<file path="config.mk">
export PLATFORM = sky130hd
export DESIGN_NAME = decimal_entry_flat
export DESIGN_NICKNAME = d
export VERILOG_FILES = /design/src/rtl/decimal_entry_pkg.sv /design/src/rtl/decimal_entry_if.sv /design/src/rtl/decimal_entry_key_debounce.sv /design/src/rtl/decimal_entry.sv /design/src/flat_wrapper.sv
export SDC_FILE = /design/constraint.sdc
export NUM_CORES = 1
export LEC_CHECK = 0
export ABC_AREA = 1
export CELL_PAD_IN_SITES_DETAIL_PLACEMENT = 1
export CELL_PAD_IN_SITES_GLOBAL_PLACEMENT = 1
export CORE_UTILIZATION = 39
export DETAILED_ROUTE_END_ITERATION = 8
export GPL_ROUTABILITY_DRIVEN = 0
export PLACE_DENSITY_LB_ADDON = 0.05
export SYNTH_ARGS = -nofsm -noshare
export SYNTH_HDL_FRONTEND = slang
export SYNTH_SLANG_ARGS = --single-unit
export TNS_END_PERCENT = 100
</file>
<file path="constraint.sdc">
create_clock -name clk -period 2.86 [get_ports clk]
set_input_delay 0.429 -clock clk [delete_from_list [all_inputs] [get_ports clk]]
set_output_delay 0.429 -clock clk [all_outputs]
set_load 0.02 [all_outputs]
</file>
<file path="src/rtl/decimal_entry_pkg.sv">
// Shared types, range limits and the BCD accumulate step for decimal_entry.
package decimal_entry_pkg;

  typedef enum logic [1:0] {IDLE, ENTRY, CONVERT, CHECK} state_t;

  localparam int BCD_MAX  = 9;
  localparam int UMAX     = 1023;
  localparam int SMAX_POS = 511;
  localparam int SMAX_NEG = 512;
  localparam int ACC_W    = 14;

  // Sign/format captured on the enter press, held through the conversion.
  typedef struct packed {
    logic neg;
    logic smode;
  } mode_t;

  // acc*10 + d without a multiplier.
  function automatic logic [ACC_W-1:0] mul10_add(input logic [ACC_W-1:0] a, input logic [3:0] d);
    return (a << 3) + (a << 1) + ACC_W'(d);
  endfunction

  function automatic logic [ACC_W-1:0] limit(input mode_t m);
    if (!m.smode) return ACC_W'(UMAX);
    return m.neg ? ACC_W'(SMAX_NEG) : ACC_W'(SMAX_POS);
  endfunction

endpackage

</file>
<file path="src/rtl/decimal_entry_if.sv">
// Board-side bundle: switches and keys in, converted value and HEX echo out.
interface decimal_entry_if #(parameter int MAX_DIGITS = 4);
  logic [3:0]              digit_in;
  logic                    neg;
  logic                    signed_mode;
  logic                    btn_digit_n;
  logic                    btn_enter_n;
  logic [9:0]              value;
  logic                    valid;
  logic                    err;
  logic [4*MAX_DIGITS-1:0] entry_bcd;
  logic [2:0]              digit_count;
  logic                    busy;

  modport master (
    output digit_in, neg, signed_mode, btn_digit_n, btn_enter_n,
    input  value, valid, err, entry_bcd, digit_count, busy
  );

  modport slave (
    input  digit_in, neg, signed_mode, btn_digit_n, btn_enter_n,
    output value, valid, err, entry_bcd, digit_count, busy
  );
endinterface

</file>
<file path="src/rtl/decimal_entry_key_debounce.sv">
// Active-low key: 2-FF synchronizer, stability counter, one-cycle press pulse.
module key_debounce #(
  parameter int DEBOUNCE_CYCLES = 500_000
) (
  input  logic clk,
  input  logic rst_n,
  input  logic key_n,
  output logic pressed
);
  localparam int CW = $clog2(DEBOUNCE_CYCLES + 1);

  logic [1:0]    sync;
  logic          db, db_q;
  logic [CW-1:0] cnt;

  always_ff @(posedge clk) begin
    if (!rst_n) begin
      sync    <= 2'b11;
      db      <= 1'b1;
      db_q    <= 1'b1;
      cnt     <= '0;
      pressed <= 1'b0;
    end else begin
      sync    <= {sync[0], key_n};
      db_q    <= db;
      pressed <= db_q & ~db;
      // Any bounce back to the current level restarts the stability count.
      if (sync[1] == db) cnt <= '0;
      else if (cnt == CW'(DEBOUNCE_CYCLES - 1)) begin
        db  <= sync[1];
        cnt <= '0;
      end else cnt <= cnt + 1'b1;
    end
  end
endmodule

</file>
<file path="src/rtl/decimal_entry.sv">
// Keyed BCD entry with serial BCD-to-binary conversion and 10-bit range check.
module decimal_entry
  import decimal_entry_pkg::*;
#(
  parameter int DEBOUNCE_CYCLES = 500_000,
  parameter int MAX_DIGITS      = 4
) (
  input logic            clk,
  input logic            rst_n,
  decimal_entry_if.slave bus
);
  localparam int BW = 4 * MAX_DIGITS;

  logic dig_ev, ent_ev;

  key_debounce #(.DEBOUNCE_CYCLES(DEBOUNCE_CYCLES)) u_dig (
    .clk(clk), .rst_n(rst_n), .key_n(bus.btn_digit_n), .pressed(dig_ev)
  );
  key_debounce #(.DEBOUNCE_CYCLES(DEBOUNCE_CYCLES)) u_ent (
    .clk(clk), .rst_n(rst_n), .key_n(bus.btn_enter_n), .pressed(ent_ev)
  );

  state_t           state;
  mode_t            mode;
  logic [ACC_W-1:0] acc;
  logic [2:0]       idx;
  logic [BW-1:0]    bcd;
  logic [2:0]       cnt;
  logic [9:0]       value;
  logic             valid, err, busy;
  logic [3:0]       cur_dig;
  logic [9:0]       twos;

  // Walk the buffer MSB-first; leading zero nibbles just accumulate zero.
  assign cur_dig = bcd[idx*4 +: 4];
  assign twos    = ~acc[9:0] + 10'd1;

  always_ff @(posedge clk) begin
    if (!rst_n) begin
      state <= IDLE;
      mode  <= '0;
      acc   <= '0;
      idx   <= '0;
      bcd   <= '0;
      cnt   <= '0;
      value <= '0;
      valid <= 1'b0;
      err   <= 1'b0;
      busy  <= 1'b0;
    end else begin
      valid <= 1'b0;
      err   <= 1'b0;
      case (state)
        IDLE, ENTRY: begin
          // Enter takes priority; a digit arriving in the same cycle is dropped.
          if (ent_ev) begin
            mode.neg   <= bus.neg;
            mode.smode <= bus.signed_mode;
            acc        <= '0;
            idx        <= 3'(MAX_DIGITS - 1);
            busy       <= 1'b1;
            state      <= CONVERT;
          end else if (dig_ev && bus.digit_in <= 4'(BCD_MAX) && cnt < 3'(MAX_DIGITS)) begin
            bcd   <= {bcd[BW-5:0], bus.digit_in};
            cnt   <= cnt + 3'd1;
            state <= ENTRY;
          end
        end
        CONVERT: begin
          acc <= mul10_add(acc, cur_dig);
          idx <= idx - 3'd1;
          if (idx == 3'd0) state <= CHECK;
        end
        CHECK: begin
          if (acc <= limit(mode)) begin
            value <= (mode.neg && mode.smode) ? twos : acc[9:0];
            valid <= 1'b1;
          end else begin
            err <= 1'b1;
          end
          bcd   <= '0;
          cnt   <= '0;
          busy  <= 1'b0;
          state <= IDLE;
        end
        default: state <= IDLE;
      endcase
    end
  end

  assign bus.value       = value;
  assign bus.valid       = valid;
  assign bus.err         = err;
  assign bus.entry_bcd   = bcd;
  assign bus.digit_count = cnt;
  assign bus.busy        = busy;
endmodule

</file>
<file path="src/flat_wrapper.sv">
// flat-port wrapper written by rule: the top's interface ports become plain ports
module decimal_entry_flat import decimal_entry_pkg::*;
#(
  parameter int DEBOUNCE_CYCLES = 500_000,
  parameter int MAX_DIGITS      = 4
)
  (clk, rst_n, bus_digit_in, bus_neg, bus_signed_mode, bus_btn_digit_n, bus_btn_enter_n, bus_value, bus_valid, bus_err, bus_entry_bcd, bus_digit_count, bus_busy);
  decimal_entry_if #(.MAX_DIGITS(MAX_DIGITS)) bus_i ();
  input logic clk;
  input logic rst_n;
  input wire logic [$bits(bus_i.digit_in)-1:0] bus_digit_in;
  input wire logic [$bits(bus_i.neg)-1:0] bus_neg;
  input wire logic [$bits(bus_i.signed_mode)-1:0] bus_signed_mode;
  input wire logic [$bits(bus_i.btn_digit_n)-1:0] bus_btn_digit_n;
  input wire logic [$bits(bus_i.btn_enter_n)-1:0] bus_btn_enter_n;
  output wire logic [$bits(bus_i.value)-1:0] bus_value;
  output wire logic [$bits(bus_i.valid)-1:0] bus_valid;
  output wire logic [$bits(bus_i.err)-1:0] bus_err;
  output wire logic [$bits(bus_i.entry_bcd)-1:0] bus_entry_bcd;
  output wire logic [$bits(bus_i.digit_count)-1:0] bus_digit_count;
  output wire logic [$bits(bus_i.busy)-1:0] bus_busy;
  assign bus_i.digit_in = bus_digit_in;
  assign bus_i.neg = bus_neg;
  assign bus_i.signed_mode = bus_signed_mode;
  assign bus_i.btn_digit_n = bus_btn_digit_n;
  assign bus_i.btn_enter_n = bus_btn_enter_n;
  assign bus_value = bus_i.value;
  assign bus_valid = bus_i.valid;
  assign bus_err = bus_i.err;
  assign bus_entry_bcd = bus_i.entry_bcd;
  assign bus_digit_count = bus_i.digit_count;
  assign bus_busy = bus_i.busy;
  decimal_entry #(.DEBOUNCE_CYCLES(DEBOUNCE_CYCLES), .MAX_DIGITS(MAX_DIGITS)) u_core (.clk(clk), .rst_n(rst_n), .bus(bus_i));
endmodule
</file>
# [Yosys cells after proc, flatten, opt, wreduce, memory -nomap -nowiden]
# Index checks and enable logic that the tools add are counted.
[totals] ff_bits=101 in_bits=10 out_inout_bits=32 elab_cells=98
[classes] addsub=7 n_lt_le_gt_ge=3 eq_ne=12 shifts=1 n_mux=27 bitwise_logic=8 n_reduce_logical=19
[ops] op="$mux W14" n=5
[ops] op="$add A19 B1 Y19 const B" n=2
[ops] op="$eq A19 B19 Y1 const B" n=2
[ops] op="$mux W16" n=2
[ops] op="$pmux W16 S2" n=1
[ops] op="$pmux W14 S2" n=1
[ops] op="$mux W10" n=2
[ops] op="$reduce_and A2 Y1" n=8
[ops] op="$shiftx A16 B6 Y4" n=1
[ops] op="$add A14 B14 Y14" n=1
[ops] op="$add A14 B4 Y14" n=1
[ops] op="$le A14 B14 Y1" n=1
[ops] op="$pmux W3 S2" n=2
[ops] op="$add A10 B1 Y10 const B" n=1
[ops] op="$not A10 Y10" n=1
[ops] op="$mux W3" n=3
[ops] op="$mux W1" n=6
[ops] op="$mux W2" n=3
[ops] op="$pmux W2 S3" n=1
[ops] op="$reduce_or A3 Y1" n=2
[ops] op="$not A1 Y1" n=5
[ops] op="$eq A2 B2 Y1 const B" n=2
[ops] op="$le A4 B4 Y1 const B" n=1
[ops] op="$ne A2 B1 Y1 const B" n=2
[ops] op="15 further kinds" n=21

# [Logic depth before layout (Yosys ltp)]
[depth] depth_word=8 ltp_mapped=19 depth_no_buf=17

# [Modules after synthesis]
# A second synthesis with hierarchy kept.
[unflattened] hier_cells=798 area_unflattened_um2=5639.2
[modules_own_cells] mod="decimal_entry" instances=1 cells_per_inst=478 area_each_um2=3383.2 seq_area_each_um2=1061.0
[modules_own_cells] mod="key_debounce at u_core.u_dig" instances=1 cells_per_inst=166 area_each_um2=1142.3 seq_area_each_um2=480.5
[modules_own_cells] mod="key_debounce at u_core.u_ent" instances=1 cells_per_inst=154 area_each_um2=1113.6 seq_area_each_um2=480.5

# [Worst setup path after synthesis]
# Ideal clock, no wire load.
[synth_timing] kind="reg-to-reg" start="register u_core.idx[0]" end="register u_core.acc[9]" setup_time_ns=0.132 arrival_time_ns=2.625 required_ns=2.728 slack_ns=0.102 stages_incl_launch_ff=18 path_buffers=2 period_less_slack_ns=2.758 path_cell_list="dfxtp_1 > clkbuf_1 > inv_1 > buf_2 > a21oi_1 > o21ai_0 > nand2_1 > nand2_1 > fa_1 > inv_1 > ha_1 > nand3_1 > nand3_1 > nand2_1 > nand3_1 > or2_2 > nand2_1 > a21oi_1"
[synth_between] elab_chain_cells=3
[synth_lines] item="start, declared" line_no="decimal_entry.sv:26" source="logic [2:0] idx;"
[synth_lines] item="start signal, assigned" line_no="decimal_entry.sv:60" source="idx <= 3'(MAX_DIGITS - 1);"
[synth_lines] item="start signal, assigned" line_no="decimal_entry.sv:71" source="idx <= idx - 3'd1;"
[synth_lines] item="$shiftx A16 B6 Y4" line_no="decimal_entry.sv:35" source="assign cur_dig = bcd[idx*4 +: 4];"
[synth_lines] item="$add A14 B4 Y14" line_no="decimal_entry_pkg.sv:20" source="return (a << 3) + (a << 1) + ACC_W'(d);"
[synth_lines] item="$pmux W14 S2" line_no="decimal_entry.sv:53" source="case (state)"
[synth_lines] item="end signal, assigned" line_no="decimal_entry.sv:70" source="acc <= mul10_add(acc, cur_dig);"
[synth_lines] item="end, declared" line_no="decimal_entry.sv:25" source="logic [ACC_W-1:0] acc;"
# Every way passes these cells.
# A chain may end at the register's enable or synchronous reset.

# [Final worst setup path]
# Ends and elaborated chain as after synthesis.

==> impl_metrics.py <==
metrics = {
    "status": {
        "run_status": "finished, final reports clean",
    },
    "worst_setup_path": {
        "arrival_ps": 2890,
        "endpoint_kind": "flop",
        "cp_data_required_time_ps": 3100,
        "timing.setup.critical_path_class": "reg -> reg",
        "path_max_fanout": 9,
        "worst_setup_path_start_kind": "flop",
    },
    "floorplan": {
        "die_y_um": 122.5,
        "boundaryPins": 42,
        "fp.coreArea_um2": 14040,
        "rows": 43,
        "design.die.area_um2": 15000,
        "die_boundary_width_um": 122.5,
        "start_util_pct": 40.30,
    },
    "cts": {
        "clock_latency_ps": 360,
        "cts.clk_slew.worst_paths_ps": 70,
        "clockRootBuffer": "clkbuf_16",
        "cts_htree_levels": 3,
        "clock_tree_from_tritoncts": "built",
        "max-clock-path-buffers": 2,
        "tritoncts_num_sinks": 101,
        "cts-hold-fix-buffers": 0,
        "cts-buffers-inserted": 9,
    },
    "pwr": {
        "total_power_mw": 2.821,
        "cellLeakagePower_nw": 2.838,
        "power_density_nw_per_um2": 427.3,
        "vdd_ir_drop_max_v": 0.0002446,
    },
    "place": {
        "portBuffers": 41,
        "dpl.cell_count": 1014,
        "dp_slack_ps": 9.087,
        "post-dp-hpwl_mm": 12.07,
        "postPlaceCellArea_um2": 6262,
    },
    "layout": {
        "fin_nets": 895,
        "nFillCells": 1795,
        "layout.cells.non_filler": 1030,
        "area_growth_pct": 16.67,
        "sequential_cell_area_um2": 2027,
        "final_layout_size_suffix_gt1_share_pct": 8.588,
        "final_util_pct": 47.02,
        "antenna_cells": 0,
        "multi_input_area_um2": 3172,
        "postLayoutCellArea_um2": 6603,
    },
    "yosys": {
        "postSynthAreaPerCell_um2": 7.056,
        "post_synth_main_area_contributors": "dfxtp_1 36%, nand2_1 12%, ha_1 8.4%",
        "synth-edff-count": 0,
        "synth_fp_nets": 852,
        "number_of_library_cell_types_mapped_by_synthesis": 38,
        "syn_area_um2": 5659,
        "number_of_cells_produced_by_synthesis": 802,
        "seq_area_frac_synth_pct": 35.73,
        "yosys_warnings": 0,
        "top_count_cell_post_synth": "nand2_1",
        "number_of_register_bits_inferred_by_synthesis": 101,
        "top_cell_type_by_total_area_after_synthesis": "dfxtp_1",
        "synth_top_cells_by_count": "186 x nand2_1, 101 x dfxtp_1, 96 x inv_1",
        "synth_top_area_share_pct": 35.73,
        "yosys_most_used_dff": "dfxtp_1",
        "async_flop_share_pct": 0,
    },
    "timing": {
        "fin_crit_sh_pct": 92.76,
        "fin_skew_ps": 6.994,
        "slew_violations": 0,
        "timing.final.crit_period_ps": 2653,
        "max_slew.worst_pin.slew_ps": 853.8,
        "final_critical_path_setup_slack_ps": 207.2,
        "setup_tns_ps": 0,
        "hold_slack_ps": 415.2,
        "slew_headroom_pct": 42.95,
        "hold_violations": 0,
        "achievable-frequency_ghz": 0.3770,
        "final-setup-viol-count": 0,
    },
    "routing": {
        "routed_length_per_placed_instance_um": 15.29,
        "drt_pass1_iterations": 4,
        "finalWirelength_mm": 15.75,
        "dr_total_vias": 5244,
        "drc_errors": 0,
        "first_iter_violations": 250,
        "via_per_inst": 5.091,
        "route.antenna.remaining_nets": 0,
    },
    "global_routing": {
        "overflow": 0,
        "grt_pass1_vias": 5331,
        "first_pass_grt_wire_length_mm": 26.10,
        "grt_antenna_before_repair": 0,
        "global_route.usage.total_pct": 22.28,
        "pin_count_of_the_biggest_net_entering_global_routing": 32,
    },
    "min_path": {
        "timing.hold.worst.class": "reg -> reg",
    },
    "flow_run": {
        "max_cap_viol_count": 0,
    },
}
-- registers in the layout, summed over array words and instances, names as in the netlist, 2 cells and up --
signal                  count
u_core.u_ent.sync           2
u_core.acc                 14
u_core.bus.digit_count      3
u_core.bus.value           10
u_core.bus.entry_bcd       16
u_core.mode                 2
u_core.u_ent.cnt           19
u_core.idx                  3
u_core.state                2
u_core.u_dig.sync           2
u_core.u_dig.cnt           19
-- kinds of logic after synthesis --
| kind of cell | share of synthesized area, % |
|---|---|
| xor gates and xnor gates | 2.786 |
| adders and majority gates | 9.109 |
| DFF | 35.73 |
| AOI/OAI and AO/OA | 11.01 |
| and+or+nand+nor | 32.96 |
| buffers and inverters | 8.402 |
-- layout make-up --
| class | count | share of cell area, % |
|---|---|---|
| Clock inverter | 5 | 1.251 |
| Timing Repair Buffer | 49 | 7.125 |
| Tap cell | 180 | 3.411 |
| Inverter | 102 | 5.799 |
| Sequential cell | 101 | 30.70 |
| Multi-Input combinational cell | 582 | 48.04 |
| Clock buffer | 11 | 3.676 |
-- power by group --
part	switching, mW	internal [mW]	total (mW)
sequential	0.00226	1.41	1.41
clock	0.560	0.795	1.35
combinational	0.0347	0.0223	0.0570
-- repair_timing --
action,in CTS,in global routing
resized for setup,0,7
setup endpoints to repair,0,8
setup buffers,0,0
-- path summary, 6_finish.rpt --
check                    start  cells past startpoint              endpoint  slack, ps
max              u_core.idx[0]                     15         u_core.acc[9]        210
min          u_core.u_dig.db_q                      2  u_core.u_dig.pressed        420
max reg2reg      u_core.idx[0]                     15         u_core.acc[9]        210
min reg2reg  u_core.u_dig.db_q                      2  u_core.u_dig.pressed        420
-- cells in the final DEF, fill, tap and decap left out, types with 11 or more instances in the layout --
cell type and count:
a21oi_1 78, inv_1 94, ha_1 38, xor2_1 11
clkdlybuf4s50_1 41, nand3_1 41, nor2_1 95, nand2_1 186
dfxtp_1 99, o21ai_0 27, nand4_1 17, nor3_1 14
-- metal layers --
metal | vias to the layer above | GRT usage [%] | routed length (um)
met3 | 11 | 2.602 | 440
met5 | - | 0 | 0
met4 | 0 | 7.241 | 199
met2 | 66 | 36.48 | 7171
met1 | 2484 | 30.30 | 7939
li1 | 2683 | - | -
-- worst max-delay path, stage by stage (launching register included) --
cell,delay [ps]
dfxtp_4,390
inv_1,100
a21oi_1,140
o21ai_0,90
nand2_1,70
nand2_1,70
fa_1,540
inv_1,60
ha_1,310
nand3_1,90
nand3_2,110
nand2_1,80
nand3_1,80
or2_2,290
nand2_1,70
a21oi_1,50
No activity file was read; power rests on OpenSTA's default activity.
